<file path="src/rtl/rs_encoder_stream.sv">
// Streaming systematic RS(N,K) encoder over GF(2^SYMBOL_WIDTH) with two parity symbols.
// Data symbols pass straight through a one-entry output register while an LFSR built on
// g(x) = x^2 + G1*x + G0 accumulates the remainder. The two remainder symbols follow the
// data as parity. The full codeword is also presented in parallel, in the decoder's layout.
module rs_encoder_stream #(
  parameter int unsigned             N            = 18,
  parameter int unsigned             K            = 16,
  parameter int unsigned             SYMBOL_WIDTH = 5,
  parameter logic [SYMBOL_WIDTH-1:0] PRIM_POLY    = 5'b00101,
  parameter logic [SYMBOL_WIDTH-1:0] G1           = 5'd6,
  parameter logic [SYMBOL_WIDTH-1:0] G0           = 5'd8
) (
  input  logic                           clk,
  input  logic                           reset_n,
  input  logic                           in_valid,
  output logic                           in_ready,
  input  logic [SYMBOL_WIDTH-1:0]        in_data,
  output logic                           out_valid,
  input  logic                           out_ready,
  output logic [SYMBOL_WIDTH-1:0]        out_data,
  output logic                           out_last,
  output logic [N*SYMBOL_WIDTH-1:0]      codeword,
  output logic                           cw_valid
);

  localparam int unsigned CntW = (K > 1) ? $clog2(K) : 1;
  localparam int unsigned IdxW = (N > 1) ? $clog2(N) : 1;

  typedef logic [SYMBOL_WIDTH-1:0] sym_t;

  typedef enum logic [1:0] {
    StData = 2'd0,
    StPar1 = 2'd1,
    StPar0 = 2'd2
  } state_e;

  // GF(2^m) multiply: shift-and-add with reduction by the primitive polynomial.
  function automatic sym_t gf_mul(input sym_t a, input sym_t b);
    sym_t acc;
    sym_t sh;
    acc = '0;
    sh  = a;
    for (int i = 0; i < int'(SYMBOL_WIDTH); i++) begin
      if (b[i]) begin
        acc = acc ^ sh;
      end
      sh = {sh[SYMBOL_WIDTH-2:0], 1'b0} ^ (sh[SYMBOL_WIDTH-1] ? PRIM_POLY : '0);
    end
    return acc;
  endfunction

  state_e                   state_q, state_d;
  logic [CntW-1:0]          sym_cnt_q, sym_cnt_d;
  sym_t                     r1_q, r1_d;
  sym_t                     r0_q, r0_d;
  logic                     out_valid_q, out_valid_d;
  sym_t                     out_data_q, out_data_d;
  logic                     out_last_q, out_last_d;
  logic [N-1:0][SYMBOL_WIDTH-1:0] cw_q, cw_d;
  logic                     cw_valid_q, cw_valid_d;

  logic                     out_free;
  logic                     in_fire;
  sym_t                     fb;
  logic [IdxW-1:0]          cw_idx;

  // The output entry can take a new symbol when empty or being drained this cycle.
  assign out_free = !out_valid_q || out_ready;
  assign in_ready = (state_q == StData) && out_free;
  assign in_fire  = in_valid && in_ready;

  // Feedback term and codeword slot for the incoming data symbol.
  always_comb begin
    fb     = in_data ^ r1_q;
    cw_idx = IdxW'(N - 1) - IdxW'(sym_cnt_q);
  end

  // Next-state for the FSM, LFSR, output entry and parallel codeword.
  always_comb begin
    state_d     = state_q;
    sym_cnt_d   = sym_cnt_q;
    r1_d        = r1_q;
    r0_d        = r0_q;
    out_valid_d = out_valid_q;
    out_data_d  = out_data_q;
    out_last_d  = out_last_q;
    cw_d        = cw_q;
    cw_valid_d  = 1'b0;

    unique case (state_q)
      StData: begin
        if (in_fire) begin
          r1_d           = r0_q ^ gf_mul(fb, G1);
          r0_d           = gf_mul(fb, G0);
          cw_d[cw_idx]   = in_data;
          out_valid_d    = 1'b1;
          out_data_d     = in_data;
          out_last_d     = 1'b0;
          if (sym_cnt_q == CntW'(K - 1)) begin
            sym_cnt_d = '0;
            state_d   = StPar1;
          end else begin
            sym_cnt_d = sym_cnt_q + CntW'(1);
          end
        end else if (out_ready) begin
          out_valid_d = 1'b0;
          out_last_d  = 1'b0;
        end
      end
      StPar1: begin
        if (out_free) begin
          out_valid_d = 1'b1;
          out_data_d  = r1_q;
          out_last_d  = 1'b0;
          cw_d[1]     = r1_q;
          state_d     = StPar0;
        end
      end
      StPar0: begin
        if (out_free) begin
          out_valid_d = 1'b1;
          out_data_d  = r0_q;
          out_last_d  = 1'b1;
          cw_d[0]     = r0_q;
          cw_valid_d  = 1'b1;
          // Clear the LFSR so the next frame starts from a zero remainder.
          r1_d        = '0;
          r0_d        = '0;
          state_d     = StData;
        end
      end
      default: begin
        state_d = StData;
      end
    endcase
  end

  // State registers with asynchronous reset.
  always_ff @(posedge clk or negedge reset_n) begin
    if (!reset_n) begin
      state_q     <= StData;
      sym_cnt_q   <= '0;
      r1_q        <= '0;
      r0_q        <= '0;
      out_valid_q <= 1'b0;
      out_data_q  <= '0;
      out_last_q  <= 1'b0;
      cw_q        <= '0;
      cw_valid_q  <= 1'b0;
    end else begin
      state_q     <= state_d;
      sym_cnt_q   <= sym_cnt_d;
      r1_q        <= r1_d;
      r0_q        <= r0_d;
      out_valid_q <= out_valid_d;
      out_data_q  <= out_data_d;
      out_last_q  <= out_last_d;
      cw_q        <= cw_d;
      cw_valid_q  <= cw_valid_d;
    end
  end

  assign out_valid = out_valid_q;
  assign out_data  = out_data_q;
  assign out_last  = out_last_q;
  assign codeword  = cw_q;
  assign cw_valid  = cw_valid_q;

endmodule

</file>
<file path="config.mk">
export PLATFORM = sky130hd
export DESIGN_NAME = rs_encoder_stream
export DESIGN_NICKNAME = d
export VERILOG_FILES = /design/src/rtl/rs_encoder_stream.sv
export SDC_FILE = /design/constraint.sdc
export NUM_CORES = 1
export LEC_CHECK = 0
export CORE_ASPECT_RATIO = 0.5
export CORE_MARGIN = 2
export CORE_UTILIZATION = 45
export CTS_BUF_LIST = sky130_fd_sc_hd__clkbuf_8
export CTS_CLUSTER_DIAMETER = 120
export DETAILED_ROUTE_END_ITERATION = 12
export GPL_ROUTABILITY_DRIVEN = 0
export PLACE_DENSITY_LB_ADDON = 0.05
export SLEW_MARGIN = 20
export SYNTH_ARGS = -nofsm -noshare
export SYNTH_HDL_FRONTEND = slang
export SYNTH_SLANG_ARGS = --single-unit
</file>
<file path="constraint.sdc">
create_clock -name clk -period 2.1 [get_ports clk]
set_input_delay 0.315 -clock clk [delete_from_list [all_inputs] [get_ports clk]]
set_output_delay 0.315 -clock clk [all_outputs]
set_load 0.02 [all_outputs]
</file>
==> results.md, run 1 <==
* Num CTS Buffers at 17
* Mean Syn Cell Area at about 13 µm²
* Worst-Skew Late Latency at approximately 420 ps
* Yosys reg bits at about 110
* Die width at between 150 and 200 µm
* Mapped Cells at 386
* Clk sinks at roughly 110
* Outcome: finished, final reports clean
* Worst r2r src: sym_cnt_q[2]
* Worst Hold Class: primary input to async pin
* DIE HEIGHT at 79.1 µm
* Setup Skew at 9.02 ps
* Final-report hold violation count at 0
* Final net count at 540
* All-Layer GR Usage at 0.228
* Metal2 WL at roughly 6300 µm
* Crit Path Max Fanout at 5
* Setup Crit Path Kind: flip-flop to flip-flop
* Die ar. at 12200 µm²
* # Post-CTS Setup Buffers at 0
* Post-synth ARST share at 1.00
* M1 WL at 5730 µm
* DRT Pass-1 Iters at 4
* Initial antenna violation count at 0
* I/O pin cnt at around 110
* Root Buffer: clkbuf_8
* CTS clk-pin slew, worst paths at approximately 70 ps
* Clock group share of total power at 0.188
* Final std cells w/o fill at slightly below 700
* Global route total overflow at 0
* Fin. max-slew vios at 0
* Multi-input logic area at between 2000 and 2500 µm²
* Maxcap violations at 0
* Crit path from: sym_cnt_q[2]
* Largest net degree at the start of global routing at 57
* CTS tree: done
* Netlist area before placement at around 5000 µm²
* Share of cells above drive strength 1 at 0.287
* Power Density at roughly 1700 nW/µm²
* Core outline area at 11000 µm²
* Ys flop type: dfrtp_1
* Num rows at 27
* Met3 wire len at ~800 µm
* First-pass GRT wire length at approximately 21000 µm
* DR top layer: met4
* Switching power at 4.58 mW
* Initial cell density of the core at 0.462
* Combinational fraction of design power at 0.495
* Port bufs at around 110
* Tmin final at a little over 2000 ps
* Yosys warns at 0
* Rel. slew slack at 0.715
* P_int at about 7.4 mW
* Area Growth Syn to Fin at 36.9%
* Htree depth at 4
* Vias in the first global route at 3890
* Fmax at 0.495 GHz
* Detail Route Antenna Nets at 0
* DRC viols at 0
* Wirelength, routed at around 13000 µm
* Dpl cells at between 600 and 700
* Post-synth EDFFs at 0
* Fillers at about 840
* Setup_tns at 0 ps
* Final setup viols at 0
* Worst Tran Pin Value at approximately 420 ps
* Maximum VDD drop at ~0.0010 V
* Leakage at approximately 3 nW
* Fin crit share at 0.963
* Worst Setup End Kind: flip-flop
* Critical path launch point type: flip-flop
* Overall power at 12.0 mW
* Syn_nets at between 400 and 500
* Hpwl dp at slightly below 9000 µm
* Flop pwr share at 0.318
* Worst EP required at approximately 2400 ps
* Crit path DAT at about 2300 ps
* Final Core Density at 0.633
* Sequential Area at ~2900 µm²
* Seq/Total Area, Yosys at 0.562
* Total number of vias at between 3000 and 4000
* Maximum clock path buffer count at 2
* WL/cell at 18.9 µm
* DR iter-0 viols at 148
* Via density at 5.20
* Ant. Diodes at 0
* Switch share at 0.381
* Yosys cell types at 41
-- worst paths after layout --
path	end	slack, ps	cells past startpoint
min reg2reg	out_data[1]	490	2
min in group clk	out_data[1]	490	2
max reg2reg	codeword[76]	80	7
min	codeword[1]	360	2
max	codeword[76]	80	7
max in group asynchronous	codeword[46]	1120	3
-- worst max-delay path, cell delays in order (launching register included) --
cell and delay [ps]:
dfrtp_1 360, inv_1 50, ha_1 220, or2_2 310, o21ai_2 190, and2_2 250
nand3_2 190, mux2_1 350
-- layout make-up --
class	instances	area share
inverters	18	0.00972
clock inverters	14	0.0272
clock buffers	18	0.0356
well taps	145	0.0261
multi-input cells	232	0.302
flip-flops and latches	114	0.410
repair buffers	138	0.189
-- cells in the mapped netlist, types with 2 or more instances --
master    count  area share
dfrtp_1     114        0.56
mux2_2       61        0.14
mux2_1       21       0.047
nand2_1      19       0.014
inv_1        18       0.013
xnor2_1      18       0.031
clkbuf_1     16       0.012
a22oi_1      11       0.016
nor2_1       11      0.0081
ha_1         10       0.025
mux2i_1      10       0.020
nand3_2      10       0.020
o31ai_1       9       0.013
a22o_1        7       0.012
a221oi_1      5      0.0086
buf_2         5      0.0049
o21ai_0       5      0.0049
nor2_2        4      0.0049
nand2b_1      3      0.0037
nand3_1       3      0.0030
a31oi_1       2      0.0025
and2_1        2      0.0025
nor2_4        2      0.0044
nor4b_2       2      0.0059
o22a_1        2      0.0035
-- power groups by stage --
stage	Combinational [mW]	Clock [mW]	Sequential, mW
global route	6.34	2.42	3.96
CTS	5.92	2.29	3.83
finish	5.94	2.25	3.82
detailed placement	5.86	0	3.86
floorplan	2.33	0	4.76
global placement	5.75	0	3.79
-- stage by stage --
stage               instance area [µm²]  hold slack (ps)  worst slack [ps]
finish                             6950              362              78.7
detailed placement                 6470              270              -119
floorplan                          5080             19.4               107
CTS                                6930              357              2.68
global route                       6950              385             -4.58
global placement                   6470              255             -48.0
-- cell families (layout without fill, tap and decap cells) --
| kind of cell | after synthesis | after routing | share of synthesized area |
|---|---|---|---|
| adder cells (fa/ha/maj) | 10 | 10 | 0.0246 |
| XOR/XNOR | 19 | 19 | 0.0328 |
| AND/OR/NAND/NOR | 64 | 64 | 0.0771 |
| buffers and inverters | 40 | 188 | 0.0315 |
| multiplexers | 92 | 92 | 0.202 |
| flip-flops | 114 | 114 | 0.562 |
| AO/OA/AOI/OAI | 47 | 47 | 0.0705 |
-- cell usage in the layout (no fill, tap or decap), drive strengths merged, types with 2 or more instances in the layout --
master,instances
clkinvlp,5
and2,2
a22o,7
ha,10
a31oi,2
nand2,19
mux2,82
o22a,2
xnor2,18
o31ai,9
or2,2
dfrtp,114
nand2b,4
nor2,17
o21ai,6
clkinv,4
a221oi,5
bufinv,4
nand3,13
a22oi,11
nor4b,2
inv,19
clkbuf,19
buf,31
clkdlybuf4s50,105
mux2i,10
-- registers in the layout, summed over array words and instances (netlist names) --
name / flops
cw_valid: 1
out_valid: 1
out_data: 5
r0_q: 5
codeword: 90
r1_q: 5
sym_cnt_q: 4
out_last: 1
state_q: 2
-- metal layers --
metal	global-route usage	up-vias
met5	0	-
met4	0.0486	0
met3	0.0704	2
met2	0.378	100
li1	-	1628
met1	0.298	1801
-- what timing repair did --
| item | CTS | global route |
|---|---|---|
| pin swaps | 0 | 1 |
| cloned | 0 | 0 |
| endpoints found under the setup margin | 31 | 65 |
| hold buffers | 1 | 0 |
| gates resized for setup | 3 | 11 |
| hold endpoints to repair | 26 | 0 |
(Power assumes the default switching activity.)
==> run 2, diff against run 1 <==
CORE_UTILIZATION = 48   (was 45)
==> run 2 against run 1 <==
Fmax rose by 1.0%. Non-clock buffer count rose by 2. Largest power group unchanged. Critical endpoint is now codeword[9]. Global-route usage increased by 1.4 points. Largest cell class unchanged.
==> results.md, run 2 (same netlist as run 1, synthesis figures left out) <==
* Final Core Density at 0.683
* Num CTS Buffers at 17
* Leakage at 3.07 nW
* All-Layer GR Usage at 0.242
* Critical path launch point type: flip-flop
* Hpwl dp at around 8600 µm
* Maximum clock path buffer count at 2
* Vias in the first global route at ~3800
* Dpl cells at ~640
* Worst Tran Pin Value at about 560 ps
* DIE HEIGHT at about 77 µm
* Fillers at approximately 740
* Via density at between 5 and 6
* Core outline area at about 10000 µm²
* DRC viols at 0
* Final-report hold violation count at 0
* Crit path DAT at around 2400 ps
* Htree depth at 4
* Fmax at 0.500 GHz
* Worst Hold Class: primary input to async pin
* Rel. slew slack at 0.625
* Worst-Skew Late Latency at about 430 ps
* Global route total overflow at 0
* Power Density at about 1700 nW/µm²
* Final std cells w/o fill at 676
* Final WS setup at 99.2 ps
* Die width at between 100 and 150 µm
* First-pass GRT wire length at 20700 µm
* Share of cells above drive strength 1 at 0.299
* Num rows at 26
* Clk sinks at about 110
* Most common cell after layout, fill and taps aside: dfrtp_1
* Tmin final at between 2000 and 2500 ps
* Wirelength, routed at between 10000 and 15000 µm
* CTS tree: done
* Largest net degree at the start of global routing at 53
* WL/cell at approximately 19 µm
* Commonest non-fill, non-tap cells in the layout: dfrtp_1, clkdlybuf4s50_1, mux2_2, buf_4, mux2_1
* Sequential Area at 2850 µm²
* Area Growth Syn to Fin at 37.8%
* Ant. Diodes at 0
* Fin. max-slew vios at 0
* Final net count at ~540
* Root Buffer: clkbuf_8
* RSZ-0062 raised after global routing: false
* I/O pin cnt at ~110
* Outcome: finished, final reports clean
* DR iter-0 viols at ~140
* Setup Crit Path Kind: flip-flop to flip-flop
* CTS clk-pin slew, worst paths at approximately 70 ps
* Initial antenna violation count at 0
* DRT Pass-1 Iters at 4
* Setup Skew at approximately 12 ps
* Maxcap violations at 0
* Crit Path Max Fanout at 6
* Worst EP required at roughly 2500 ps
* Maximum VDD drop at around 0.00089 V
* Setup_tns at 0 ps
* Worst Setup End Kind: flip-flop
* Initial cell density of the core at 0.495
* Detail Route Antenna Nets at 0
* Die ar. at roughly 11000 µm²
* Fin crit share at 0.953
* Final setup viols at 0
* Port bufs at about 110
* Multi-input logic area at 2130 µm²
* Total number of vias at between 3000 and 4000
* Max FFs per register at 90
* Dpl ws at -139 ps
[run 2: worst max-delay path, cell delays in order (launching register included)]
cell,delay (ps)
dfrtp_1,380
inv_1,90
ha_2,200
nand2b_1,90
o21a_2,280
nor3_1,300
o221a_2,370
mux2i_1,220
[run 2: stage by stage]
| step | instance area (µm²) | hold slack, ps | power, mW |
|---|---|---|---|
| 2_1_floorplan | 5080 | 19.4 | 7.09 |
| 4_1_cts | 6940 | 418 | 12.1 |
| 5_1_grt | 7000 | 429 | 12.8 |
| 3_5_place_dp | 6490 | 339 | 9.78 |
| 6_report | 7000 | 420 | 12.1 |
| 3_3_place_gp | 6490 | 331 | 9.61 |
[run 2: path summary, 6_finish.rpt]
path / start / to / slack (ps) / depth (start not counted)
max in group asynchronous: reset_n / codeword[71] / 1000 / 3
worst min register to register: out_data[2] / out_data[2] / 490 / 2
worst min-delay path: reset_n / codeword[4] / 420 / 2
worst max-delay path: sym_cnt_q[1] / codeword[9] / 100 / 7
min in group clk: out_data[2] / out_data[2] / 490 / 2
worst max register to register: sym_cnt_q[1] / codeword[9] / 100 / 7
[run 2: area by class of cell]
type,count,share of cell area
well taps,140,0.0250
multi-input cells,232,0.305
clock inverters,12,0.0222
clock buffers,20,0.0393
repair buffers,140,0.191
flip-flops and latches,114,0.408
inverters,18,0.00966
[run 2: where the power goes]
| part | total (mW) | switching [mW] | internal (mW) |
|---|---|---|---|
| combinational | 6.11 | 3.06 | 3.04 |
| sequential | 3.82 | 0.656 | 3.17 |
| clock | 2.21 | 0.938 | 1.27 |
| total | 12.1 | 4.66 | 7.48 |
[run 2: routing by layer]
| metal | part of all wire | up-vias | track usage |
|---|---|---|---|
| met4 | 0.0076 | 0 | 0.0724 |
| li1 | - | 1625 | - |
| met5 | 0 | - | 0 |
| met1 | 0.45 | 1797 | 0.322 |
| met2 | 0.47 | 103 | 0.366 |
| met3 | 0.070 | 10 | 0.0964 |
[run 2: timing repair]
item,in CTS,in global routing
gates cloned,0,0
hold buffers,1,0
pin swaps,0,1
setup endpoints to repair,10,80
resized for setup,4,18
setup buffers,0,0
endpoints found under the hold margin,39,0
==> run 3, diff against run 2 <==
GPL_ROUTABILITY_DRIVEN = not set   (was 0)
==> run 3 against run 2 <==
Clock skew about the same. Clock power increased by 5%. Critical endpoint is now codeword[53]. Largest cell class unchanged. Total power decreased by 0.40%. Global-route usage about the same.
==> results.md, run 3 (same netlist as run 1, synthesis figures left out) <==
* Overall power at 12.1 mW
* WL/cell at about 19 µm
* DR iter-0 viols at 166
* Crit Path Max Fanout at 6
* Critical path depth at 6
* First-pass GRT wire length at 20900 µm
* DR top layer: met4
* Die width at roughly 150 µm
* Worst r2r src: state_q[0]
* CP bufs+invs at 1
* Final Core Density at 0.680
* Global route total overflow at 0
* Dpl cells at between 600 and 700
* Num rows at 26
* Fin. max-slew vios at 0
* Tmin final at 2020 ps
* DRC viols at 0
* CP Capture Point: codeword[53]
* Initial antenna violation count at 0
* Crit path DAT at around 2300 ps
* Vias in the first global route at 3880
* M1 WL at approximately 5700 µm
* Htree depth at 4
* Crit path from: state_q[0]
* Worst Tran Pin Value at roughly 500 ps
* Worst Setup End Kind: flip-flop
* Hpwl dp at 8900 µm
* Wirelength, routed at approximately 13000 µm
* Maximum clock path buffer count at 2
* Num CTS Buffers at 17
* Area Growth Syn to Fin at 37.2%
* CP Cell Sequence: inv_1 > ha_2 > and3_2 > nand2_1 > nor2_2 > mux2_2
* # Post-CTS Setup Buffers at 0
* Delay-heaviest family, CP: simple AND/OR/NAND/NOR gates
* Multi-input logic area at between 2000 and 2500 µm²
* Setup_tns at 0 ps
* CTS clk-pin slew, worst paths at 70 ps
* Final std cells w/o fill at approximately 680
* Placer congestion estimate at 0.883
* Port bufs at around 110
* Initial cell density of the core at 0.495
* CTS tree: done
* Core outline area at around 10000 µm²
* Via density at roughly 5.2
* Met3 wire len at ~830 µm
* Share of cells above drive strength 1 at 0.289
* Fin crit share at 0.960
* Worst Hold Class: primary input to async pin
* Final WS setup at 84.6 ps
* Fillers at 755
* Ant. Diodes at 0
* Final net count at around 540
* Root Buffer: clkbuf_8
* DIE HEIGHT at 76.7 µm
* Outcome: finished, final reports clean
* CP max stage cell: dfrtp_1
* Worst-Skew Late Latency at between 400 and 500 ps
* Commonest non-fill, non-tap cells in the layout: dfrtp_1, clkdlybuf4s50_1, mux2_2, buf_4, mux2_1
* Detail Route Antenna Nets at 0
* Leakage at approximately 3.1 nW
* Maxcap violations at 0
* All-Layer GR Usage at 0.241
* Fmax at ~0.5 GHz
* Setup Skew at ~12 ps
* Largest net degree at the start of global routing at 53
* Max FFs per register at 90
* Maximum VDD drop at around 0.00093 V
* Worst R2R Setup Slack at approximately 85 ps
* R2R cell count at 6
* Dpl ws at -155 ps
* Die ar. at between 10000 and 15000 µm²
* RSZ-0062 raised after global routing: true
* DRT Pass-1 Iters at 4
* Critical path launch point type: flip-flop
* Total number of vias at 3538
* CP peak stage delay at ~420 ps
* Metal2 WL at 6120 µm
* Rel. slew slack at 0.666
* Power Density at about 1700 nW/µm²
* Sequential Area at ~2900 µm²
* Capture point of the worst reg-to-reg path: codeword[53]
* Most common cell after layout, fill and taps aside: dfrtp_1
* Final-report hold violation count at 0
* Worst EP required at 2400 ps
* Setup Crit Path Kind: flip-flop to flip-flop
* Clk sinks at between 100 and 150
* Final setup viols at 0
* I/O pin cnt at roughly 110
## run 3: where the power goes
group	internal, mW	switching (mW)	leakage [nW]
Sequential	3.17	0.649	1.46
Combinational	2.97	2.98	1.39
Clock	1.34	0.971	0.224
Total	7.49	4.60	3.08
## run 3: through the flow
stage          hold WS, ps  area, µm²
2_1_floorplan         19.4       5080
3_3_place_gp           309       6490
3_5_place_dp           311       6490
4_1_cts                391       6960
5_1_grt                431       6970
6_report               401       6970
## run 3: area by class of cell
cell class                      count  share of cell area
Clock buffer                       18              0.0356
Clock inverter                     14              0.0291
Inverter                           18             0.00970
Multi-Input combinational cell    232               0.299
Sequential cell                   114               0.409
Tap cell                          140              0.0251
Timing Repair Buffer              140               0.192
## run 3: worst min-delay path by stage
stage | endpoint | depth (start not counted)
floorplan | codeword[0] | 0
global placement | codeword[0] | 1
detailed placement | r1_q[3] | 1
CTS | out_data[3] | 2
global route | codeword[2] | 2
finish | codeword[1] | 2
## run 3: metal layers
layer  up-vias  GRT usage
met4         0     0.0733
met1      1808      0.318
met2        86      0.380
met3         9     0.0821
li1       1635          -
met5         -          0
## run 3: worst register-to-register path, stage by stage, from the launching register on
cell	delay, ps
dfrtp_1	420
inv_1	100
ha_2	240
and3_2	280
nand2_1	180
nor2_2	300
mux2_2	380
## run 3: repair_timing
item | CTS | global route
endpoints found under the hold margin | 34 | 0
hold buffers | 1 | 0
gates resized for setup | 3 | 7
setup endpoints to repair | 13 | 58
